`src/rtl/pattern_gen_pkg.sv`:
```
// pattern_gen_pkg: shared mode encoding, colour constants and the box
// reflection helper used by the pattern generator.
package pattern_gen_pkg;

  typedef enum logic [1:0] {
    MODE_BARS  = 2'd0,
    MODE_GRAD  = 2'd1,
    MODE_CHECK = 2'd2,
    MODE_BOX   = 2'd3
  } mode_e;

  // Colour words are {B, G, R}
  localparam logic [23:0] COLOR_WHITE   = 24'hFFFFFF;
  localparam logic [23:0] COLOR_YELLOW  = 24'h00FFFF;
  localparam logic [23:0] COLOR_CYAN    = 24'hFFFF00;
  localparam logic [23:0] COLOR_GREEN   = 24'h00FF00;
  localparam logic [23:0] COLOR_MAGENTA = 24'hFF00FF;
  localparam logic [23:0] COLOR_RED     = 24'h0000FF;
  localparam logic [23:0] COLOR_BLUE    = 24'hFF0000;
  localparam logic [23:0] COLOR_BLACK   = 24'h000000;

  localparam logic [23:0] BOX_FG = 24'hFFFFFF;
  localparam logic [23:0] BOX_BG = 24'h400000;
  localparam logic [7:0]  GRAD_B = 8'h80;

  // Bar colour by bar index, left (0) to right (7)
  function automatic logic [23:0] bar_color(input logic [2:0] idx);
    logic [23:0] c;
    case (idx)
      3'd0:    c = COLOR_WHITE;
      3'd1:    c = COLOR_YELLOW;
      3'd2:    c = COLOR_CYAN;
      3'd3:    c = COLOR_GREEN;
      3'd4:    c = COLOR_MAGENTA;
      3'd5:    c = COLOR_RED;
      3'd6:    c = COLOR_BLUE;
      default: c = COLOR_BLACK;
    endcase
    return c;
  endfunction

  // One box step on one axis: reflect at a wall first, then move 1 px.
  // Returns {new_forward, new_pos}; forward=1 means increasing position.
  function automatic logic [11:0] bounce_step(input logic [10:0] pos,
                                              input logic        fwd,
                                              input logic [10:0] lim);
    logic        f;
    logic [10:0] p;
    f = fwd;
    if (fwd && (pos == lim)) begin
      f = 1'b0;
    end else if (!fwd && (pos == 11'd0)) begin
      f = 1'b1;
    end
    p = f ? (pos + 11'd1) : (pos - 11'd1);
    return {f, p};
  endfunction

endpackage

```
`src/rtl/pattern_gen_btn.sv`:
```
// btn_debounce: 2-flop synchroniser, stable-level debounce counter and a
// one-cycle press pulse on each accepted 1->0 transition of the button.
module btn_debounce
  import pattern_gen_pkg::*;
#(
  parameter int DEBOUNCE_CYCLES = 1350000
) (
  input  logic pix_clk,
  input  logic hdmi4_rst_n,
  input  logic I_btn_n,
  output logic O_press
);

  localparam int            CW      = $clog2(DEBOUNCE_CYCLES);
  localparam logic [CW-1:0] CNT_MAX = CW'(DEBOUNCE_CYCLES - 1);

  logic          sync1_q, sync1_d;
  logic          sync2_q, sync2_d;
  logic          level_q, level_d;
  logic          press_q, press_d;
  logic [CW-1:0] cnt_q, cnt_d;

  // Count consecutive cycles the synchronised level differs from the
  // accepted level; any bounce back clears the count.
  always_comb begin
    sync1_d = I_btn_n;
    sync2_d = sync1_q;
    level_d = level_q;
    press_d = 1'b0;
    cnt_d   = '0;
    if (sync2_q != level_q) begin
      if (cnt_q == CNT_MAX) begin
        level_d = sync2_q;
        press_d = ~sync2_q;
      end else begin
        cnt_d = cnt_q + 1'b1;
      end
    end
  end

  // State registers; the button idles high so the synchroniser resets to 1
  always_ff @(posedge pix_clk or negedge hdmi4_rst_n) begin
    if (!hdmi4_rst_n) begin
      sync1_q <= 1'b1;
      sync2_q <= 1'b1;
      level_q <= 1'b1;
      press_q <= 1'b0;
      cnt_q   <= '0;
    end else begin
      sync1_q <= sync1_d;
      sync2_q <= sync2_d;
      level_q <= level_d;
      press_q <= press_d;
      cnt_q   <= cnt_d;
    end
  end

  assign O_press = press_q;

endmodule

```
`src/rtl/pattern_gen.sv`:
```
// pattern_gen: test pattern source for the HDMI controller, 4-cycle latency
// from counters to colour. Build macro PATTERN_GEN_BORDER_EN adds a white
// 1-px border around the active area in every mode.
module pattern_gen
  import pattern_gen_pkg::*;
#(
  parameter int H_START         = 260,
  parameter int V_START         = 25,
  parameter int H_RES           = 1280,
  parameter int V_RES           = 720,
  parameter int BOX             = 64,
  parameter int DEBOUNCE_CYCLES = 1350000
) (
  input  logic        pix_clk,
  input  logic        hdmi4_rst_n,
  input  logic [11:0] I_hor_cnt,
  input  logic [11:0] I_ver_cnt,
  input  logic        I_btn_n,
  output logic [23:0] O_color,
  output logic [1:0]  O_mode
);

  localparam logic [11:0] H_FIRST   = 12'(H_START);
  localparam logic [11:0] H_LAST    = 12'(H_START + H_RES - 1);
  localparam logic [11:0] V_FIRST   = 12'(V_START);
  localparam logic [11:0] V_LAST    = 12'(V_START + V_RES - 1);
  localparam logic [10:0] BOX_X_MAX = 11'(H_RES - BOX);
  localparam logic [10:0] BOX_Y_MAX = 11'(V_RES - BOX);
  localparam logic [11:0] BOX_LEN   = 12'(BOX);
  localparam int          BAR_W     = H_RES / 8;

  logic        press;
  logic        frame_tick;
  mode_e       mode_q, mode_d, pending_q, pending_d;
  logic [10:0] box_x_q, box_x_d, box_y_q, box_y_d;
  logic        box_dx_q, box_dx_d, box_dy_q, box_dy_d;

  logic        s1_active_q, s1_active_d;
  logic [10:0] s1_x_q, s1_x_d, s1_y_q, s1_y_d;

  logic [23:0] s2_bars_q, s2_bars_d, s2_grad_q, s2_grad_d;
  logic [23:0] s2_check_q, s2_check_d, s2_box_q, s2_box_d;
  logic        s2_active_q, s2_active_d;
  mode_e       s2_mode_q, s2_mode_d;
`ifdef PATTERN_GEN_BORDER_EN
  logic        s2_edge_q, s2_edge_d;
`endif

  logic [23:0] s3_color_q, s3_color_d, out_color_q, out_color_d;
  logic [2:0]  bar_idx;
  logic        in_box_x, in_box_y;

  btn_debounce #(.DEBOUNCE_CYCLES(DEBOUNCE_CYCLES)) u_btn (
    .pix_clk    (pix_clk),
    .hdmi4_rst_n(hdmi4_rst_n),
    .I_btn_n    (I_btn_n),
    .O_press    (press)
  );

  assign frame_tick = (I_hor_cnt == 12'd0) && (I_ver_cnt == 12'd0);

  // Frame-level state: presses bump the pending mode, the frame tick
  // publishes the old pending value and moves the box one step.
  always_comb begin
    pending_d = pending_q;
    mode_d    = mode_q;
    box_x_d   = box_x_q;
    box_y_d   = box_y_q;
    box_dx_d  = box_dx_q;
    box_dy_d  = box_dy_q;
    if (press) begin
      pending_d = mode_e'(pending_q + 2'd1);
    end
    if (frame_tick) begin
      mode_d              = pending_q;
      {box_dx_d, box_x_d} = bounce_step(box_x_q, box_dx_q, BOX_X_MAX);
      {box_dy_d, box_y_d} = bounce_step(box_y_q, box_dy_q, BOX_Y_MAX);
    end
  end

  // S1: active-window decode and pixel coordinates
  always_comb begin
    s1_active_d = (I_hor_cnt >= H_FIRST) && (I_hor_cnt <= H_LAST) &&
                  (I_ver_cnt >= V_FIRST) && (I_ver_cnt <= V_LAST);
    s1_x_d      = 11'(I_hor_cnt - H_FIRST);
    s1_y_d      = 11'(I_ver_cnt - V_FIRST);
  end

  // S2: all four patterns in parallel; the mode travels with the pixel so
  // a frame tick switches pattern exactly at the first pixel of the frame
  always_comb begin
    bar_idx = 3'd0;
    for (int i = 1; i < 8; i++) begin
      if (s1_x_q >= 11'(i * BAR_W)) bar_idx = 3'(i);
    end
    in_box_x = (s1_x_q >= box_x_q) &&
               ({1'b0, s1_x_q} < ({1'b0, box_x_q} + BOX_LEN));
    in_box_y = (s1_y_q >= box_y_q) &&
               ({1'b0, s1_y_q} < ({1'b0, box_y_q} + BOX_LEN));
    s2_bars_d   = bar_color(bar_idx);
    s2_grad_d   = {GRAD_B, s1_y_q[7:0], s1_x_q[7:0]};
    s2_check_d  = (s1_x_q[5] ^ s1_y_q[5]) ? COLOR_WHITE : COLOR_BLACK;
    s2_box_d    = (in_box_x && in_box_y) ? BOX_FG : BOX_BG;
    s2_active_d = s1_active_q;
    s2_mode_d   = mode_q;
`ifdef PATTERN_GEN_BORDER_EN
    s2_edge_d   = (s1_x_q == 11'd0) || (s1_x_q == 11'(H_RES - 1)) ||
                  (s1_y_q == 11'd0) || (s1_y_q == 11'(V_RES - 1));
`endif
  end

  // S3 select with blanking outside the active window, then S4 output
  always_comb begin
    s3_color_d = COLOR_BLACK;
    case (s2_mode_q)
      MODE_BARS:  s3_color_d = s2_bars_q;
      MODE_GRAD:  s3_color_d = s2_grad_q;
      MODE_CHECK: s3_color_d = s2_check_q;
      MODE_BOX:   s3_color_d = s2_box_q;
      default:    s3_color_d = COLOR_BLACK;
    endcase
    if (!s2_active_q) s3_color_d = COLOR_BLACK;
`ifdef PATTERN_GEN_BORDER_EN
    if (s2_active_q && s2_edge_q) s3_color_d = COLOR_WHITE;
`endif
    out_color_d = s3_color_q;
  end

  // All registers; reset flushes the pipeline and restarts the box
  always_ff @(posedge pix_clk or negedge hdmi4_rst_n) begin
    if (!hdmi4_rst_n) begin
      mode_q      <= MODE_BARS;
      pending_q   <= MODE_BARS;
      box_x_q     <= '0;
      box_y_q     <= '0;
      box_dx_q    <= 1'b1;
      box_dy_q    <= 1'b1;
      s1_active_q <= 1'b0;
      s1_x_q      <= '0;
      s1_y_q      <= '0;
      s2_bars_q   <= '0;
      s2_grad_q   <= '0;
      s2_check_q  <= '0;
      s2_box_q    <= '0;
      s2_active_q <= 1'b0;
      s2_mode_q   <= MODE_BARS;
`ifdef PATTERN_GEN_BORDER_EN
      s2_edge_q   <= 1'b0;
`endif
      s3_color_q  <= '0;
      out_color_q <= '0;
    end else begin
      mode_q      <= mode_d;
      pending_q   <= pending_d;
      box_x_q     <= box_x_d;
      box_y_q     <= box_y_d;
      box_dx_q    <= box_dx_d;
      box_dy_q    <= box_dy_d;
      s1_active_q <= s1_active_d;
      s1_x_q      <= s1_x_d;
      s1_y_q      <= s1_y_d;
      s2_bars_q   <= s2_bars_d;
      s2_grad_q   <= s2_grad_d;
      s2_check_q  <= s2_check_d;
      s2_box_q    <= s2_box_d;
      s2_active_q <= s2_active_d;
      s2_mode_q   <= s2_mode_d;
`ifdef PATTERN_GEN_BORDER_EN
      s2_edge_q   <= s2_edge_d;
`endif
      s3_color_q  <= s3_color_d;
      out_color_q <= out_color_d;
    end
  end

  assign O_color = out_color_q;
  assign O_mode  = mode_q;

endmodule

```
`config.mk`:
```
export PLATFORM = sky130hd
export DESIGN_NAME = pattern_gen
export DESIGN_NICKNAME = d
export VERILOG_FILES = /design/src/rtl/pattern_gen_pkg.sv /design/src/rtl/pattern_gen_btn.sv /design/src/rtl/pattern_gen.sv
export SDC_FILE = /design/constraint.sdc
export NUM_CORES = 1
export LEC_CHECK = 0
export CORE_MARGIN = 2
export CORE_UTILIZATION = 45
export CTS_CLUSTER_SIZE = 12
export DETAILED_ROUTE_END_ITERATION = 12
export GPL_TIMING_DRIVEN = 1
export SETUP_SLACK_MARGIN = 0.5
export SYNTH_ARGS = -nofsm -noshare
export SYNTH_HDL_FRONTEND = slang
export SYNTH_HIERARCHICAL = 1
export SYNTH_SLANG_ARGS = --single-unit
```
`constraint.sdc`:
```
create_clock -name pix_clk -period 4 [get_ports pix_clk]
set_clock_uncertainty 0.05 [all_clocks]
set_input_delay 1.2 -clock pix_clk [delete_from_list [all_inputs] [get_ports pix_clk]]
set_output_delay 1.2 -clock pix_clk [all_outputs]
set_load 0.005 [all_outputs]
```
After elaboration in Yosys (flattened, before gate mapping)
Index checks and enable logic that the tools add are counted.

word-level totals
  register bits after elaboration = 216
  bits of input ports = 27
  output and inout bits = 26
  word-level logic and storage cells = 106

operators by class
  add/sub/neg operators = 10
  magnitude comparators = 15
  equality and inequality tests = 13
  mux-type cells = 24
  bitwise logic cells = 2
  reduce and logical (&&, ||, !) cells = 20

operators with widths
  cell                                                                      count
  24-bit one-hot mux with 7 select lines                                    1
  24-bit one-hot mux with 4 select lines                                    1
  24-bit two-way mux                                                        3
  21-bit two-way mux                                                        2
  11-bit by 10-bit >= comparator with 1-bit output (second input constant)  3
  11-bit by 7-bit adder with 12-bit output (second input constant)          2
  12-bit zero test                                                          2
  11-bit by 12-bit less-than comparator with 1-bit output                   2
  11-bit by 1-bit adder with 11-bit output (second input constant)          2
  11-bit >= comparator                                                      2
  11-bit by 9-bit >= comparator with 1-bit output (second input constant)   2
  11-bit zero test                                                          2
  11-bit two-way mux                                                        2
  11-bit by 1-bit subtractor with 11-bit output (second input constant)     2
  21-bit by 1-bit adder with 21-bit output (second input constant)          1
  21-bit equality test (second input constant)                              1
  3-bit two-way mux                                                         6
  12-bit by 5-bit >= comparator with 1-bit output (second input constant)   1
  12-bit by 9-bit >= comparator with 1-bit output (second input constant)   1
  12-bit by 10-bit <= comparator with 1-bit output (second input constant)  1
  12-bit by 11-bit <= comparator with 1-bit output (second input constant)  1
  11-bit by 10-bit equality test with 1-bit output (second input constant)  1
  11-bit equality test (second input constant)                              1
  11-bit >= comparator (second input constant)                              1
  other kinds (18)                                                          41

Longest topological paths before layout
Gate-level depths: netlist of run 1.

  depth after elaboration = 10
  mapped depth = 11

Hierarchy
Netlist of run 1, hierarchy kept.

modules (own cells, without submodules)
  module        times used  cells each  area an instance (um^2)  sequential area each (um^2)
  pattern_gen   1           568         5881.9                   2855.2
  btn_debounce  1           114         1218.7                   629.4

Least setup slack after synthesis of run 1
No wires, ideal clock.

  kind = reg2reg
  start point = register box_x_q[8]
  end point = register box_x_q[10]
  setup time = 80 ps
  arrival time = 3029 ps
  required time = 3870 ps
  slack = 841 ps
  stages on the path, launching flop included = 11
  path buffers = 0
  period minus slack after synthesis = 3159 ps
  cell sequence = dfrtp_1 -> nor4_1 -> a31oi_1 -> o22ai_1 -> ha_1 -> a211oi_1 -> o21ai_0 -> a21o_1 -> o41a_1 -> mux2i_1 -> xnor2_1

on the way
  longest elaborated chain between the ends = 6
  elaborated cells between the ends (all ways) = 10

ends and longest elaborated chain
  element                                                                                RTL line               text
  start, declared                                                                        pattern_gen.sv:35      logic [10:0] box_x_q, box_x_d, box_y_q, box_y_d;
  start signal, assigned                                                                 pattern_gen.sv:155     box_x_q <= box_x_d;
  branches (longest 5 deep; another with 11-bit by 1-bit subtractor with 11-bit output)  -
  11-bit two-way mux (*)                                                                 pattern_gen_pkg.sv:55  p = f ? (pos + 11'd1) : (pos - 11'd1);

Every way passes the cells marked *. The select of a mux whose other input is x is not followed.
A chain may end at the register's enable or synchronous reset.

Final worst setup path of run 1
  start point = register box_y_q[1]
  end point = register box_y_q[10]

on the way
  longest elaborated chain between the ends = 6
  elaborated cells between the ends (all ways) = 10

ends and longest elaborated chain
  element                                                                                RTL line               text
  start, declared                                                                        pattern_gen.sv:35
  start signal, assigned                                                                 pattern_gen.sv:156     box_y_q <= box_y_d;
  branches (longest 5 deep; another with 11-bit by 1-bit subtractor with 11-bit output)  -
  11-bit two-way mux (*)                                                                 pattern_gen_pkg.sv:55

Marked as above.

==> results.cfg, run 1 <==
[timing]
min_period_ps = 3240
setup_viol = 0
hold_viol_final = 0
fin_ws_ps = 756
period_share_pct = 81.1
worst_slew_pin_slew_ps = 1110
slew_headroom_pct = 25.3
fmax_mhz = 308
setup_tns_ps = 0
rsz0062_at_grt = false
drv_slew = 0

[yosys]
synth_area_leaders = dfrtp_1 (47%), ha_1 (11%), xor2_1 (4.1%)
ys_warn_count = 6
netlist_area_um2 = 7100
yosys-top-cells-count = dfrtp_1 (134), ha_1 (62), nand2_1 (62)
syn_nets = 773
netlist_instances = 682
synth.distinct_cells = 62
synth-main-ff-cell = dfrtp_1
synth_area_per_cell_um2 = 10.4
synth_top_area_share_pct = 47.2
synth.most_common_cell = dfrtp_1
ys_seq_area_share_pct = 49.1
synth_edf_count = 0
ys_ff_latch = 139
yosys.area.top_type = dfrtp_1
async_flop_share_pct = 100

[setup_path]
reg2reg_to = box_y_q[10]
cp-end-kind = register
reg2reg_from = box_y_q[1]
worstSetupPathType = register to register
cp_data_required_time_ps = 4290
cp.arrival_ps = 3540
cp_max_fo = 9
r2r_slack_ps = 760
rr_worst_depth = 11
critPathLaunchType = register

[floorplanning]
rows = 45
initial_core_util_pct = 46.4
core-area_um2 = 15300
die_x_um = 130
die_area_um2 = 16800
io_pins = 53
die_h_um = 130

[finish]
syn_to_final_growth_pct = 19.6
nets = 833
drive_gt1_share_pct = 8.61
stdcell_count = 967

[power]
peakVddDrop_v = 0.000260
p_leak_uw = 0.00380
p_int_uw = 2500
p_switching_uw = 786
swShare_pct = 23.9
clkPwrFrac_pct = 48.1
power.share.sequential_pct = 45.5
combPwrFrac_pct = 6.4
power.density_nw_per_um2 = 387

[placement]
numPortBuffers = 52
dp_hpwl_mm = 11.0
place.gp.congestion = 0.885
place_ws_ps = 633
dp.cells = 934

[global_routing]
grt_start_max_net_pins = 59
grt_pass1_vias = 5107
grt_pass1_wl_mm = 24.7
track_usage_pct = 19.0
antenna_found_initial = 1
grt_overflow = 0

[clock_tree]
cts_tree = yes
numCtsBuffers = 17
clockBufferDepth = 2
worstSkewPairLatency_ps = 420
post_cts_buffers = 0
cts.clk_slew.worst_paths_ps = 60
root_buffer = clkbuf_16
htreeDepth = 4
clock_sinks = 139

[min_path]
hold_path_class = register to register
hold_depth = 0
min_to = O_color[5]
hold_path.startpoint = out_color_d[5]

[detailed_routing]
met1Wirelength_mm = 6.39
avgRoutedWirePerCell_um = 15.3
viasPerCell = 5.29
ant_nets = 0
num_vias = 5113
wirelength_mm = 14.8
drc = 0
met3_length_um = 342
drt_iter0_drc = 218
top_layer = met4
dr.pass1.iters = 4
met2_length_mm = 7.79

[job]
max_cap_violations = 0

[outcome]
status = finished clean
[worst max-delay path: stages (launching register included)]
cell	delay, ps
dfrtp_1	430
nor4_1	390
a41oi_1	180
o21bai_1	230
buf_4	200
fa_1	420
a211oi_1	280
o21ai_0	130
a21o_1	190
o41ai_2	270
mux2i_1	260
xnor2_1	130
[through the flow]
step	instance area, um^2	utilization [%]	power [uW]	hold slack, ps
after floorplan	7100	-	1610	281
after global placement	7870	51.4	1720	283
after detailed placement	7870	51.4	1730	285
after CTS	8470	55.3	3320	299
after global routing	8490	55.5	3410	300
final	8490	55.5	3280	297
[placed cells by master (no fill, tap or decap), drive strengths merged, types with 4 or more instances in the layout]
cell type      netlist  final
xor2                33     33
and2                 4      4
xnor2               21     21
nand3               21     21
ha                  62     62
and3                 5      5
nor3                11     11
nand2               62     62
nor2b                6      6
or4                  4      4
and4                 5      5
buf                 10      9
nor2                34     34
o211ai               4      4
dfrtp              134    134
dfstp                5      5
o31ai                8      8
clkinvlp             0      4
o21ai               44     44
clkbuf               9     18
nand4                7      7
a21o                11     11
o21a                 6      6
nand2b              10     10
nor4                 9      9
inv                 45     50
a211oi               6      6
clkdlybuf4s50        0     51
or3                  8      8
a21oi               54     54
a31oi                7      7
[sequential cells by signal (all words and copies together) (netlist names), 2 cells and up]
signal	count
s1_y_q	11
s1_x_q	11
O_mode	2
s2_mode_q	2
s2_box_q	2
box_x_q	11
O_color	19
s2_grad_q	16
pending_q	2
u_btn/cnt_q	21
s2_bars_q	3
out_color_d	19
box_y_q	11
[cells by family (layout without fill, tap and decap cells)]
family          after synthesis  count (layout)  share of synthesized area (%)
xor+xnor                     54              54                           6.66
fa+ha+maj                    65              65                           11.6
mux                           5               5                          0.740
buf+inv                      64             137                           3.74
compound gates              161             161                           13.9
simple gates                193             193                           14.2
other cells                   1               2                         0.0528
flops                       139             139                           49.1
[metal layers]
metal	vias up	track usage, %
met5	-	0
met4	0	8.35
met3	21	3.47
met2	73	34.2
met1	2505	22.1
li1	2514	-
[power groups by stage]
stage	Combinational [uW]	Sequential [uW]	Clock (uW)
final	210	1500	1580
after global routing	240	1500	1670
after CTS	214	1500	1610
after detailed placement	213	1520	0
after global placement	205	1520	0
after floorplan	107	1510	0
[timing repair]
action,in CTS,in global routing
endpoints found under the setup margin,0,3
hold buffers,0,0
resized for setup,0,4
[worst max-delay path by stage]
stage,depth (start not counted),endpoint,start,slack [ps]
2_1_floorplan,10,box_x_q[10],box_x_q[8],840
3_3_place_gp,7,box_x_q[5],I_hor_cnt[4],680
3_5_place_dp,11,box_y_q[10],box_y_q[1],630
4_1_cts,11,box_y_q[10],box_y_q[1],590
5_1_grt,11,box_y_q[10],box_y_q[1],540
6_report,11,box_y_q[10],box_y_q[1],760
[final cells by class]
cell class              count  area [um^2]
well taps                 211          264
multi-input cells         479         3380
fillers                  1321         6820
clock buffers              18          439
inverters                  45          169
flip-flops and latches    139         3480
diodes                      1         2.50
clock inverters            14          160
repair buffers             60          594
(Power assumes the default switching activity.)
==> run 2: changes to the inputs <==
--- a/config.mk
+++ b/config.mk
@@ -10,6 +10,7 @@
 export CTS_CLUSTER_SIZE = 12
 export DETAILED_ROUTE_END_ITERATION = 12
 export GPL_TIMING_DRIVEN = 1
+export PLACE_DENSITY = 0.66
 export SETUP_SLACK_MARGIN = 0.5
 export SYNTH_ARGS = -nofsm -noshare
 export SYNTH_HDL_FRONTEND = slang
==> constraint.sdc (replaced) <==
create_clock -name pix_clk -period 2.9 [get_ports pix_clk]
set_clock_uncertainty 0.05 [all_clocks]
set_input_delay 0.87 -clock pix_clk [delete_from_list [all_inputs] [get_ports pix_clk]]
set_output_delay 0.87 -clock pix_clk [all_outputs]
set_load 0.005 [all_outputs]
==> run 2 against run 1 <==
Compared with the run above: total power up 41%; worst setup slack worse by 750 ps; clock-buffer cell count unchanged; clock power up 42%; first-iteration DRC count up 50%; critical endpoint is now box_x_q[10]; worst hold slack worse by 1.2 ps; sequential cell count unchanged; critical path depth down 1; via count up 6.6%; maximum frequency up 12%; register-to-register slack worse by 750 ps.
==> results.cfg, run 2 (synthesized netlist as in run 1, its figures left out) <==
[floorplanning]
rows = 45
die_h_um = 130
die_x_um = 130
die_area_um2 = 16800
io_pins = 53
core-area_um2 = 15300
initial_core_util_pct = 46.4

[global_routing]
grt_pass1_vias = 5805
antenna_found_initial = 0
track_usage_pct = 20.8
grt_pass1_wl_mm = 27.4
grt_overflow = 0
grt_start_max_net_pins = 51

[clock_tree]
root_buffer = clkbuf_16
numCtsBuffers = 17
htreeDepth = 4
cts_tree = yes
hold_buffers = 0
worstSkewPairLatency_ps = 420
clock_sinks = 139
clockBufferDepth = 2
cts.clk_slew.worst_paths_ps = 60

[setup_path]
crit_buf_inv = 0
worstSetupPathType = register to register
cp_data_required_time_ps = 3200
cp_max_fo = 8
cp_slowest_cell = fa_2
cp.arrival_ps = 3190
reg2reg_from = box_x_q[1]
cp_num_cells = 10
cp_top_family = compound AO/OA/AOI/OAI gates
cp-startpoint = box_x_q[1]
crit_chain = nor4_4 -> and3_4 -> o22ai_4 -> fa_2 -> a211oi_4 -> o21ai_2 -> a21o_1 -> o41a_1 -> mux2i_1 -> xnor2_1
reg2reg_to = box_x_q[10]
max_stage_delay_ps = 420
rr_worst_depth = 10
cp-end-kind = register
r2r_slack_ps = 10
critPathLaunchType = register
endpoint = box_x_q[10]

[timing]
min_period_ps = 2890
setup_tns_ps = 0
slew_headroom_pct = 34.6
period_share_pct = 99.6
whs_ps = 296
rsz0062_at_grt = true
hold_viol_final = 0
drv_slew = 0
worst_slew_pin_slew_ps = 973
fmax_mhz = 346
setup_viol = 0

[detailed_routing]
met2_length_mm = 8.49
drc = 0
wirelength_mm = 16.1
met3_length_um = 423
drt_iter0_drc = 327
met1Wirelength_mm = 6.72
top_layer = met4
dr.pass1.iters = 4
num_vias = 5451
ant_nets = 0
avgRoutedWirePerCell_um = 15.6
viasPerCell = 5.26

[placement]
dp.cells = 992
place.gp.congestion = 0.866
numPortBuffers = 52
placedInstanceArea_um2 = 8490
dp_hpwl_mm = 12.1

[power]
peakVddDrop_v = 0.000403
total_power_uw = 4640
p_leak_uw = 0.00421
power.density_nw_per_um2 = 495

[finish]
antenna_cells = 0
final_area_um2 = 9380
num-fill-cells = 1247
final_common_cell = dfrtp_1
top_register = u_btn/cnt_q
final_cell_mix = dfrtp_1 (133), buf_4 (70), nand2_1 (62)
nets = 903
syn_to_final_growth_pct = 32.1
drive_gt1_share_pct = 21.3
largest_register_ffs = 21
stdcell_count = 1036

[job]
max_cap_violations = 0

[outcome]
status = finished clean

[min_path]
hold_path.startpoint = out_color_d[6]
hold_path_class = register to register
run 2: changes by cell type in the layout (fill, tap and decap cells not counted), moves of 6 or more:
| cell | change |
|---|---|
| ha_4 | +6 |
| o21ai_0 | -18 |
| buf_4 | +63 |
| clkdlybuf4s50_1 | -6 |
| o21ai_1 | +14 |
| ha_1 | -8 |
| buf_6 | +6 |
run 2: repair_timing:
item	in CTS	in global routing
pin swaps	19	22
setup buffers	10	2
gates resized for setup	35	19
setup endpoints to repair	26	24
run 2: how the worst min path moves through the flow:
stage               cells past startpoint  slack, ps     endpoint
floorplan                               0        280   O_color[0]
global placement                        0        280   O_color[7]
detailed placement                      0        290  O_color[11]
CTS                                     0        300  O_color[14]
global route                            0        300  O_color[14]
finish                                  0        300   O_color[6]
run 2: area by class of cell:
cell class	count	area, um^2	share of cell area [%]
clock inverter	14	186	1.99
sequential	139	3490	37.2
tap	211	264	2.82
inverter	45	169	1.80
timing repair buffer	130	1150	12.3
clock buffer	18	429	4.58
multi-input combinational	479	3690	39.4
run 2: report_power, final:
part	internal, uW	leakage, uW	total, uW	switching, uW
combinational	153	0.00212	327	175
sequential	2010	0.00179	2070	54.9
clock	1380	0.000300	2250	870
run 2: worst register-to-register path, cell delays in order, from the launching register on:
cell and delay, ps:
dfrtp_1 410, nor4_4 320, and3_4 230, o22ai_4 130, fa_2 420, a211oi_4 290, o21ai_2 90, a21o_1 200
o41a_1 340, mux2i_1 190, xnor2_1 130
run 2: per-layer routing:
metal  track usage, %  up-vias
met2             37.8       97
met5                0        -
met1             24.0     2655
met4             8.60        0
met3             3.63       40
li1                 -     2659
run 2: per-stage QoR:
step                      setup slack [ps]  utilization, %
after floorplan                        155               -
after global placement               -28.5            55.4
after detailed placement              -124            55.4
after CTS                             66.9            60.7
after global routing                  -144            61.2
final                                 11.2            61.2
